<file path="src/rtl/dmac_bi_scaled_param_if.sv">
// rtl/dmac_bi_scaled_param_if.sv - handshake/data bundle for the bipolar scaled product-sum engine
// Purpose: groups the run control, operand and result signals of dmac_bi_scaled_param.
// Ports (signals):
//   start, en          run request / run enable            (master -> slave)
//   iA, iB             N channels of W-bit offset-binary    (master -> slave)
//   busy, oC, oValid   status and output bitstream          (slave -> master)
//   oCount             ones count of the last completed run (slave -> master)
//   done               one-cycle run completion pulse       (slave -> master)
interface dmac_bi_scaled_param_if #(
  parameter int N = 16,
  parameter int W = 8
);
  logic                  start;
  logic                  en;
  logic [N-1:0][W-1:0]   iA;
  logic [N-1:0][W-1:0]   iB;
  logic                  busy;
  logic                  oC;
  logic                  oValid;
  logic [2*W:0]          oCount;
  logic                  done;

  modport master (
    output start, en, iA, iB,
    input  busy, oC, oValid, oCount, done
  );

  modport slave (
    input  start, en, iA, iB,
    output busy, oC, oValid, oCount, done
  );
endinterface

</file>
<file path="src/rtl/dmac_bi_scaled_param.sv">
// rtl/dmac_bi_scaled_param.sv - stochastic bipolar multiply and scaled add over N channels
// Purpose: on start, captures N operand pairs, then streams L = 2^(2W) bits whose ones
// density encodes (1/N) * sum of the bipolar channel products, and reports the ones count.
// Ports:
//   clk   rising-edge clock
//   rst   asynchronous active-high reset
//   bus   dmac_bi_scaled_param_if.slave (start/en/iA/iB in; busy/oC/oValid/oCount/done out)
module dmac_bi_scaled_param #(
  parameter int N = 16,
  parameter int W = 8
) (
  input  logic                     clk,
  input  logic                     rst,
  dmac_bi_scaled_param_if.slave    bus
);

  localparam int LOGN = $clog2(N);

  typedef enum logic [1:0] {
    S_IDLE = 2'd0,
    S_LOAD = 2'd1,
    S_RUN  = 2'd2,
    S_DONE = 2'd3
  } state_t;

  state_t              state_q, state_d;
  logic [N-1:0][W-1:0] op_a_q, op_a_d;
  logic [N-1:0][W-1:0] op_b_q, op_b_d;
  logic [W-1:0]        cnt_a_q, cnt_a_d;
  logic [W-1:0]        cnt_b_q, cnt_b_d;
  logic [2*W:0]        acc_q, acc_d;
  logic [2*W:0]        count_q, count_d;
  logic                oc_q, oc_d;
  logic                ovalid_q, ovalid_d;
  logic                busy_q, busy_d;
  logic                done_q, done_d;

  logic [W-1:0]        rng_a;
  logic [W-1:0]        rng_b;
  logic [LOGN-1:0]     sel_x;
  logic [LOGN-1:0]     sel;
  logic                m_bit;

  // Van der Corput sources and the channel selector for the scaled add.
  always_comb begin
    rng_a = '0;
    rng_b = '0;
    sel   = '0;
    for (int i = 0; i < W; i++) begin
      rng_a[i] = cnt_a_q[W-1-i];
      rng_b[i] = cnt_b_q[W-1-i];
    end
    sel_x = cnt_a_q[LOGN-1:0] ^ cnt_b_q[LOGN-1:0];
    for (int i = 0; i < LOGN; i++) begin
      sel[i] = sel_x[LOGN-1-i];
    end
    // Only the selected channel's product is needed, so compare just that one.
    m_bit = ~((op_a_q[sel] > rng_a) ^ (op_b_q[sel] > rng_b));
  end

  always_comb begin
    state_d  = state_q;
    op_a_d   = op_a_q;
    op_b_d   = op_b_q;
    cnt_a_d  = cnt_a_q;
    cnt_b_d  = cnt_b_q;
    acc_d    = acc_q;
    count_d  = count_q;
    oc_d     = oc_q;
    ovalid_d = 1'b0;
    done_d   = 1'b0;

    case (state_q)
      S_IDLE: begin
        if (bus.start) state_d = S_LOAD;
      end
      S_LOAD: begin
        op_a_d  = bus.iA;
        op_b_d  = bus.iB;
        cnt_a_d = '0;
        cnt_b_d = '0;
        acc_d   = '0;
        state_d = S_RUN;
      end
      S_RUN: begin
        if (bus.en) begin
          oc_d     = m_bit;
          ovalid_d = 1'b1;
          // Counting at generation time keeps the final bit inside acc by DONE.
          acc_d    = acc_q + {{(2*W){1'b0}}, m_bit};
          cnt_a_d  = cnt_a_q + {{(W-1){1'b0}}, 1'b1};
          if (&cnt_a_q) cnt_b_d = cnt_b_q + {{(W-1){1'b0}}, 1'b1};
          if ((&cnt_a_q) && (&cnt_b_q)) state_d = S_DONE;
        end
      end
      S_DONE: begin
        done_d  = 1'b1;
        count_d = acc_q;
        state_d = S_IDLE;
      end
      default: state_d = S_IDLE;
    endcase

    busy_d = (state_d == S_LOAD) || (state_d == S_RUN);
  end

  always_ff @(posedge clk or posedge rst) begin
    if (rst) begin
      state_q  <= S_IDLE;
      op_a_q   <= '0;
      op_b_q   <= '0;
      cnt_a_q  <= '0;
      cnt_b_q  <= '0;
      acc_q    <= '0;
      count_q  <= '0;
      oc_q     <= 1'b0;
      ovalid_q <= 1'b0;
      busy_q   <= 1'b0;
      done_q   <= 1'b0;
    end else begin
      state_q  <= state_d;
      op_a_q   <= op_a_d;
      op_b_q   <= op_b_d;
      cnt_a_q  <= cnt_a_d;
      cnt_b_q  <= cnt_b_d;
      acc_q    <= acc_d;
      count_q  <= count_d;
      oc_q     <= oc_d;
      ovalid_q <= ovalid_d;
      busy_q   <= busy_d;
      done_q   <= done_d;
    end
  end

  assign bus.busy   = busy_q;
  assign bus.oC     = oc_q;
  assign bus.oValid = ovalid_q;
  assign bus.oCount = count_q;
  assign bus.done   = done_q;

endmodule

</file>
<file path="src/flat_wrapper.sv">
// flat-port wrapper written by rule: the top's interface ports become plain ports
module dmac_bi_scaled_param_flat 
#(
  parameter int N = 16,
  parameter int W = 8
)
  (clk, rst, bus_start, bus_en, bus_iA, bus_iB, bus_busy, bus_oC, bus_oValid, bus_oCount, bus_done);
  dmac_bi_scaled_param_if #(.N(N), .W(W)) bus_i ();
  input  logic clk;
  input  logic rst;
  input wire logic [$bits(bus_i.start)-1:0] bus_start;
  input wire logic [$bits(bus_i.en)-1:0] bus_en;
  input wire logic [$bits(bus_i.iA)-1:0] bus_iA;
  input wire logic [$bits(bus_i.iB)-1:0] bus_iB;
  output wire logic [$bits(bus_i.busy)-1:0] bus_busy;
  output wire logic [$bits(bus_i.oC)-1:0] bus_oC;
  output wire logic [$bits(bus_i.oValid)-1:0] bus_oValid;
  output wire logic [$bits(bus_i.oCount)-1:0] bus_oCount;
  output wire logic [$bits(bus_i.done)-1:0] bus_done;
  assign bus_i.start = bus_start;
  assign bus_i.en = bus_en;
  assign bus_i.iA = bus_iA;
  assign bus_i.iB = bus_iB;
  assign bus_busy = bus_i.busy;
  assign bus_oC = bus_i.oC;
  assign bus_oValid = bus_i.oValid;
  assign bus_oCount = bus_i.oCount;
  assign bus_done = bus_i.done;
  dmac_bi_scaled_param #(.N(N), .W(W)) u_core (.clk(clk), .rst(rst), .bus(bus_i));
endmodule
</file>
<file path="config.mk">
export PLATFORM = sky130hd
export DESIGN_NAME = dmac_bi_scaled_param_flat
export DESIGN_NICKNAME = d
export VERILOG_FILES = /design/src/rtl/dmac_bi_scaled_param_if.sv /design/src/rtl/dmac_bi_scaled_param.sv /design/src/flat_wrapper.sv
export SDC_FILE = /design/constraint.sdc
export NUM_CORES = 1
export LEC_CHECK = 0
export BUFFER_PORTS_ARGS = -buffer_cell sky130_fd_sc_hd__buf_2
export CAP_MARGIN = 20
export CORE_MARGIN = 5
export CORE_UTILIZATION = 45
export DETAILED_ROUTE_END_ITERATION = 12
export GPL_ROUTABILITY_DRIVEN = 0
export HOLD_SLACK_MARGIN = 0.08
export PLACE_DENSITY = 0.67
export REMOVE_ABC_BUFFERS = 1
export SLEW_MARGIN = 20
export SYNTH_ARGS = -nofsm -noshare
export SYNTH_HDL_FRONTEND = slang
export SYNTH_SLANG_ARGS = --single-unit
</file>
<file path="constraint.sdc">
create_clock -name clk -period 11.2 [get_ports clk]
set_input_delay 1.68 -clock clk [delete_from_list [all_inputs] [get_ports clk]]
set_output_delay 1.68 -clock clk [all_outputs]
set_load 0.05 [all_outputs]
</file>
# After elaboration in Yosys (flattened, before gate mapping)
# Cells that the tools add are included.
# classes
n_mux	18
n_eq_ne	7
order_cmp	3
bitwise_logic	3
n_addsub	3
n_reduce_logical	9
# op_table
operator	count
$bmux 8 s4	2
$mux 8	5
$pmux 17 s2	1
$pmux 8 s2	2
$add 17x1->17	1
$mux 17	1
$add 8x1->8 const B	2
$gt 8x8->1	2
$reduce_and 8->1	2
$pmux 2 s4	1
$eq 2x2->1 const B	3
$mux 2	3
$lt 4x5->1 const B	1
$eq 2x1->1 const B	2
$reduce_and 2->1	2
$xor 4x4->4	1
$mux 1	3
$reduce_and 3->1	1
$logic_not 2->1	1
$ne 2x1->1 const B	1
$ne 2x2->1 const B	1
$reduce_bool 2->1	1
$logic_and 1x1->1	1
$logic_or 1x1->1	1
2 further kinds	2
# word_totals
output_inout_bits	21
wordCells	84
inputBits	260
register_bits	312

# Logic depth before layout (Yosys ltp)
# Gate-level depths: netlist of the first run.
# depth
word_depth	9
ltp_mapped	21
ltp_nobuf	18

# Worst setup path before layout of the first run
# Ideal clock, no wire load.
# synth_path
kind	register to register
startpoint	reg u_core.cnt_a_q[2]
endpoint	reg u_core.acc_q[16]
slack_ps	6756
arrival_ps	4316
setup_time_ps	128
required_ps	11072
synth_period_minus_slack_ps	4444
path_buffers	2
path_stages_with_launch	19
path_cell_list	dfrtp_1 xor2_2 buf_2 buf_2 mux4_2 mux4_2 ha_1 nor2b_1 o211ai_1 a21oi_1 o31ai_1 xnor2_1 ha_1 ha_1 nand2_1 or3_1 nor3_1 xnor2_1 nor2_1
# synth_between
elab_chain_cells	9
word_cells_on_any_way	12
cone_classes	add/sub (1); order compare (2); mux (6); bitwise (3)
# synth_lines
item	line	text
from (decl)	dmac_bi_scaled_param.sv:29	logic [W-1:0] cnt_a_q, cnt_a_d;
from (signal assigned)	dmac_bi_scaled_param.sv:124	cnt_a_q <= cnt_a_d;
$xor 4x4->4	dmac_bi_scaled_param.sv:53	sel_x = cnt_a_q[LOGN-1:0] ^ cnt_b_q[LOGN-1:0];
$bmux 8 s4	dmac_bi_scaled_param.sv:58	m_bit = ~((op_a_q[sel] > rng_a) ^ (op_b_q[sel] > rng_b));
$mux 8 (not written as such)	dmac_bi_scaled_param.sv:58	
$gt 8x8->1	dmac_bi_scaled_param.sv:58	
$xor 1x1->1 (*)	dmac_bi_scaled_param.sv:58	
$not 1->1 (*)	dmac_bi_scaled_param.sv:58	
net u_core.m_bit	dmac_bi_scaled_param.sv:42	logic m_bit;
$add 17x1->17 (*)	dmac_bi_scaled_param.sv:90	acc_d = acc_q + {{(2*W){1'b0}}, m_bit};
$mux 17 (*)	dmac_bi_scaled_param.sv:86	if (bus.en) begin
$pmux 17 s2 (*)	dmac_bi_scaled_param.sv:73	case (state_q)
to (signal assigned)	dmac_bi_scaled_param.sv:114	acc_q <= '0;
to (signal assigned)	dmac_bi_scaled_param.sv:126	acc_q <= acc_d;
to (decl)	dmac_bi_scaled_param.sv:31	logic [2*W:0] acc_q, acc_d;
# Mark *: on every way through the listed nets, which the timed path passes. The rest lies on a longest branch. The select of a mux whose other input is x is not followed.
# A chain may end at the register's enable or synchronous reset.

# Worst setup path after layout of the first run
# layout_path
startpoint	reg u_core.cnt_a_q[3]
endpoint	reg u_core.acc_q[16]
# The elaborated chain is that of the path after synthesis.

==> results of run 1 <==
[kinds of logic after synthesis]
| logic type | after synthesis | synth area share (%) |
|---|---|---|
| multiplexers | 359 | 34.79 |
| flip-flops | 312 | 54.72 |
| AND/OR/NAND/NOR | 93 | 3.148 |
| buffers and inverters | 72 | 2.227 |
| AO/OA/AOI/OAI | 42 | 1.657 |
| adder cells (fa/ha/maj) | 24 | 2.105 |
| XOR/XNOR | 19 | 1.351 |
[worst paths after layout]
kind,from,end,slack (ns),depth (start not counted)
setup reg to reg,u_core.cnt_a_q[3],u_core.acc_q[16],5.33,16
hold / removal,u_core.op_b_q[96],u_core.op_b_q[96],0.49,1
setup / recovery,u_core.cnt_a_q[3],u_core.acc_q[16],5.33,16
max in group asynchronous,rst,u_core.op_b_q[107],8.54,3
hold reg to reg,u_core.op_b_q[96],u_core.op_b_q[96],0.49,1
min in group asynchronous,rst,u_core.op_a_q[5],1.29,2
[registers in the layout (all words and copies together) (netlist names)]
register           count
u_core.acc_q          17
u_core.bus.busy        1
u_core.bus.done        1
u_core.bus.oC          1
u_core.bus.oCount     17
u_core.bus.oValid      1
u_core.cnt_a_q         8
u_core.cnt_b_q         8
u_core.op_a_q        128
u_core.op_b_q        128
u_core.state_q         2
[per-layer routing]
metal | share of wire, % | vias to the layer above
met1 | 46 | 4390
met5 | 0.23 | -
met4 | 1.5 | 12
met3 | 5.6 | 44
li1 | - | 3984
met2 | 47 | 203
[layout make-up]
| class | count | area, sq um |
|---|---|---|
| multi-input cells | 537 | 6192 |
| repair buffers | 291 | 1495 |
| diodes | 2 | 5.005 |
| well taps | 402 | 503.0 |
| clock inverters | 13 | 175.2 |
| fillers | 2597 | 14080 |
| inverters | 20 | 87.58 |
| flip-flops and latches | 312 | 7807 |
| clock buffers | 51 | 1049 |
[Yosys cell counts (6+ instances only)]
library cell	number	area [sq um]
a21oi_1	11	55.05
buf_4	6	45.04
clkbuf_1	39	146.4
dfrtp_1	312	7807
ha_1	24	300.3
inv_1	20	75.07
mux2_2	276	3108
mux4_1	13	341.6
mux4_2	65	1464
nand2_1	19	71.32
nand3_1	16	80.08
nand4_1	11	68.82
nor2_1	23	86.33
nor3_1	7	35.03
o21ai_0	21	105.1
xnor2_1	12	105.1
[through the flow]
stage	instance area (sq um)	total power (W)
6_report	17310	0.003209
5_1_grt	17310	0.003377
4_1_cts	17290	0.003256
3_5_place_dp	16070	0.002044
3_3_place_gp	16070	0.002024
2_1_floorplan	14020	0.001815
[critical path, delay by kind of cell (launching register included)]
family / cells / cell delay, ns
multiplexers: 2 / 1.15
AND/OR/NAND/NOR: 5 / 0.91
buffers and inverters: 1 / 0.84
adder cells (fa/ha/maj): 3 / 0.81
XOR/XNOR: 3 / 0.79
AO/OA/AOI/OAI: 2 / 0.63
flip-flops: 1 / 0.58
[power by group]
part	switching, W	total [W]	leakage [nW]	internal, W
sequential	0.0000509	0.00124	3.74	0.00119
clock	0.000454	0.00120	0.604	0.000745
combinational	0.000358	0.000766	3.23	0.000408
==> flow_summary.toml, run 1 <==
[clock_network]
htreeDepth = 2
clkLatencyLatePin_ns = 0.52
hold_buffers = 0
cts_resized = 0
clk_path_buf_depth = 3
cts_tree = "done"
cts_root_buf = "clkbuf_16"
path_clk_slew_ns = 0.05
cts_made_buffers = 36
clkSinkCount = 312
postCtsSetupBuffers = 0

[cells_and_area]
layout_commonest_cell = "dfrtp_1"
postLayoutCoreUtil_pct = 55.15
syn_to_final_growth_pct = 21.35
stdcell_count = 1628
drive_gt1_share_pct = 56.94
fin_nets = 1482
final_cell_mix = "dfrtp_1, buf_2, mux2_2"

[flow_run]
max_cap_viol_count = 0

[yosys]
synth-edff-count = 0
postSynthCellCount = 921
async_flop_share_pct = 100.0
ys_seq_area_share_pct = 54.72
synthDistinctLibCells = 36
yosys_warnings = 0
syn-cell-area_sq_um = 14270
syn_avg_cell_area_sq_um = 15.49
synth_ff_type = "dfrtp_1"
synth_seq_cells = 312

[timing]
finalHoldViolCount = 0
worstMarginPinSlew_ns = 1.020
tns_ns = 0
hold_ws_ns = 0.4935
fin_worst_skew_ns = 0.02236
setup_viol = 0
max_freq_ghz = 0.1703
drv_slew = 0
maxSlewHeadroom_pct = 32.03
layout_min_cycle_time_ns = 5.872
timing.final.crit_share_pct = 52.43
rsz0062_at_grt = "no"
setup_slack_ns = 5.328

[grt]
grt_pass1_vias = 9463
grt_start_max_net_pins = 156
busiest_layer = "met2"
grtUsageTotal_pct = 18.17
grtUsageMet2_pct = 28.92
grt_pass1_wl_um = 51690
use_met3_pct = 4.728
grt_overflow = 0
antenna_found_initial = 8
met1_usage_pct = 25.69

[outcome]
status = "finished clean"

[detailed_routing]
drtAntennaViolNets = 0
firstDrtPassIters = 4
vias = 8633
routed_wirelength_um = 31910
wire_per_inst_um = 19.60
drc = 0
drtIter0Drc = 404
vias_per_cell = 5.303

[floorplanning]
die_w_um = 188.1
fp-row-count = 65
die_h_um = 188.1
die_area_sq_um = 35370
start_util_pct = 45.45
io_pins = 281
core_sq_um = 31390

[setup_path]
cp-end-kind = "register"
crit_type = "register to register"
crit_required_ns = 11.58
cpPeakStageDelay_ns = 0.84
cp_max_fo = 47
cpMaxStageDelayCell = "buf_4"
cp-start-kind = "register"
cpMostUsedCell = "ha_1"
worstPathArrival_ns = 6.25
crit_chain = "xor2_4 > buf_4 > mux4_2 > mux4_1 > ha_1 > a211oi_1 > nor2_1 > o31ai_1 > xnor2_1 > ha_1 > ha_1 > nand2_1 > or3_1 > nor3_1 > xnor2_1 > nor2_1"

[pwr]
ir_drop_mv = 0.1170
power_density_nw_per_um2 = 185.3
p_leak_nw = 7.570

[placed_design]
dp_hpwl_um = 22210
place_inst = 1562
portBuffers = 280
dp_slack_ns = 5.264

[hold_path]
hold_class = "register to register"
Note: power is estimated with default switching activity, not from simulation.
==> run 2: changes to the inputs <==
--- a/config.mk
+++ b/config.mk
@@ -5,6 +5,7 @@
 export SDC_FILE = /design/constraint.sdc
 export NUM_CORES = 1
 export LEC_CHECK = 0
+export ABC_AREA = 1
 export BUFFER_PORTS_ARGS = -buffer_cell sky130_fd_sc_hd__buf_2
 export CAP_MARGIN = 20
 export CORE_MARGIN = 5
==> constraint.sdc (replaced) <==
create_clock -name clk -period 6 [get_ports clk]
set_input_delay 0.9 -clock clk [delete_from_list [all_inputs] [get_ports clk]]
set_output_delay 0.9 -clock clk [all_outputs]
set_load 0.05 [all_outputs]
==> flow_summary.toml, run 2 <==
[setup_path]
reg2reg_depth = 24
crit_type = "register to register"
crit_required_ns = 6.39
worstPathArrival_ns = 5.35
cp-start-kind = "register"
critPathLaunch = "u_core.cnt_a_q[2]"
cp-end-kind = "register"
r2r_setup_slack_ns = 1.05
reg2reg_from = "u_core.cnt_a_q[2]"
crit_family = "simple AND/OR/NAND/NOR gates"
r2r-end = "u_core.acc_q[12]"
crit_chain = "xnor2_4 > buf_4 > o211ai_1 > nand3_1 > nand3_1 > nand2_1 > inv_1 > ha_1 > nand2_1 > nor2_1 > nand4_1 > inv_1 > a21oi_1 > nand2_1 > and2_1 > ha_1 > ha_1 > nand2_1 > inv_1 > nand2_1 > nor3_1 > nand3_1 > o21ai_0 > inv_1"
cpMaxStageDelayCell = "xnor2_4"
cp_max_fo = 33
crit_buf_inv = 5
cp.depth = 24
cpPeakStageDelay_ns = 0.94
cpMostUsedCell = "nand2_1"
endpoint = "u_core.acc_q[12]"

[clock_network]
path_clk_slew_ns = 0.06
hold_buffers = 0
clkSinkCount = 312
cts_root_buf = "clkbuf_16"
htreeDepth = 2
postCtsSetupBuffers = 0
clkLatencyLatePin_ns = 0.52
cts_made_buffers = 35
cts_resized = 0
clk_path_buf_depth = 3
cts_tree = "done"

[yosys]
yosys_warnings = 0
synth_seq_cells = 312
synth_ff_type = "dfrtp_1"
synth_top_cell_area_share_pct = 51.96
syn-cell-area_sq_um = 15030
syn_avg_cell_area_sq_um = 7.797
ys_seq_area_share_pct = 51.96
synth-edff-count = 0
synth_top_cell_by_area = "dfrtp_1"
synth.area.top_cells = "dfrtp_1, nand2_1, nand3_1, o211ai_1, o21ai_0"
synth_common_cells = "nand2_1, dfrtp_1, inv_1"
yosysMostFrequentCell = "nand2_1"
postSynthCellCount = 1927
synthDistinctLibCells = 30
async_flop_share_pct = 100.0

[detailed_routing]
firstDrtPassIters = 5
wire_per_inst_um = 15.76
drtIter0Drc = 1111
vias = 13309
vias_per_cell = 5.070
drc = 0
routed_wirelength_um = 41360
drtAntennaViolNets = 0

[timing]
worstMarginPinSlew_ns = 1.107
drv_slew = 0
fin_worst_skew_ns = 0.01715
timing.final.crit_share_pct = 82.57
maxSlewHeadroom_pct = 26.17
layout_min_cycle_time_ns = 4.954
rsz0062_at_grt = "no"
finalHoldViolCount = 0
max_freq_ghz = 0.2018
setup_slack_ns = 1.046
setup_viol = 0

[placed_design]
place_area_sq_um = 16740
dp_slack_ns = 1.064
place_inst = 2560
portBuffers = 280
dp_hpwl_um = 27480

[cells_and_area]
fin_nets = 2434
multi_input_comb_area_sq_um = 6143
reg.largest.list = "u_core.op_a_q: 128 flops, u_core.op_b_q: 128 flops"
stdcell_count = 2625
postLayoutCoreUtil_pct = 53.93
fillers = 3202
final_cell_mix = "nand2_1, dfrtp_1, buf_2"
final_cell_area_sq_um = 17950
layout_commonest_cell = "nand2_1"
drive_gt1_share_pct = 16.87
syn_to_final_growth_pct = 19.46
ff_latch_area_sq_um = 7807

[floorplanning]
start_util_pct = 45.15
io_pins = 281
core_sq_um = 33280
die_h_um = 192.7
die_area_sq_um = 37140
die_w_um = 192.7
fp-row-count = 67

[pwr]
internal_power_w = 0.005747
swShare_pct = 40.54
power_density_nw_per_um2 = 538.5
p_sw_w = 0.003918
power_frac_seq_pct = 35.9
clkPwrFrac_pct = 22.9
ir_drop_mv = 0.3659
total_power_w = 0.009665
p_leak_nw = 9.231
combPwrFrac_pct = 41.2

[flow_run]
max_cap_viol_count = 0

[grt]
grt_pass1_vias = 12841
antenna_found_initial = 1
grt_pass1_wl_um = 66530
grt_start_max_net_pins = 141
grt_overflow = 0
grtUsageTotal_pct = 22.18

[hold_path]
hold_class = "register to register"

[outcome]
status = "finished clean"
## run 2: through the flow
| step | hold WS, ns | setup TNS (ns) |
|---|---|---|
| floorplan | 0.4422 | -1939.92 |
| CTS | 0.4732 | 0 |
| detailed placement | 0.4587 | 0 |
| global route | 0.4843 | 0 |
| finish | 0.4702 | 0 |
| global placement | 0.4532 | 0 |
## run 2: power by group through the flow
stage               clock network, W  registers, W  logic [W]
global route                 0.00235       0.00358    0.00458
CTS                          0.00226       0.00346    0.00403
global placement                   0       0.00347    0.00391
floorplan                          0       0.00360    0.00284
finish                       0.00221       0.00347    0.00398
detailed placement                 0       0.00349    0.00400
## run 2: tightest hold or removal path, cell delays in order (launching register included)
cell and delay, ns:
dfrtp_1 0.34, nand2_1 0.05, nand2_1 0.04
## run 2: area by class of cell
| type | instances | share of cell area, % |
|---|---|---|
| Sequential cell | 312 | 43.50 |
| Multi-Input combinational cell | 1323 | 34.23 |
| Timing Repair Buffer | 296 | 8.685 |
| Clock buffer | 50 | 5.472 |
| Inverter | 182 | 3.862 |
| Tap cell | 448 | 3.123 |
| Clock inverter | 13 | 1.122 |
| Antenna cell | 1 | 0.01394 |
## run 2: worst min-delay path by stage
stage                            start                  to  slack (ns)  depth (start not counted)
global placement      u_core.op_b_q[0]    u_core.op_b_q[0]        0.45                          2
global route          u_core.op_b_q[5]    u_core.op_b_q[5]        0.48                          2
floorplan           u_core.op_a_q[100]  u_core.op_a_q[100]        0.44                          2
CTS                  u_core.op_b_q[73]   u_core.op_b_q[73]        0.47                          2
detailed placement   u_core.op_b_q[73]   u_core.op_b_q[73]        0.46                          2
finish              u_core.op_a_q[120]  u_core.op_a_q[120]        0.47                          2
## run 2: metal layers
| layer | global-route usage, % | wire, um | up-vias |
|---|---|---|---|
| met4 | 6.007 | 984 | 0 |
| met2 | 35.42 | 19450 | 381 |
| met1 | 31.63 | 18530 | 6256 |
| met3 | 3.509 | 2393 | 72 |
| met5 | 0 | 0 | - |
| li1 | - | - | 6600 |
## run 2: cells by family after synthesis
logic type	Yosys count	share of synthesized area [%]
compound gates	267	10.63
xor+xnor	5	0.3915
fa+ha+maj	24	1.999
buf+inv	292	7.586
flops	312	51.96
mux	5	0.3747
simple gates	1022	27.05
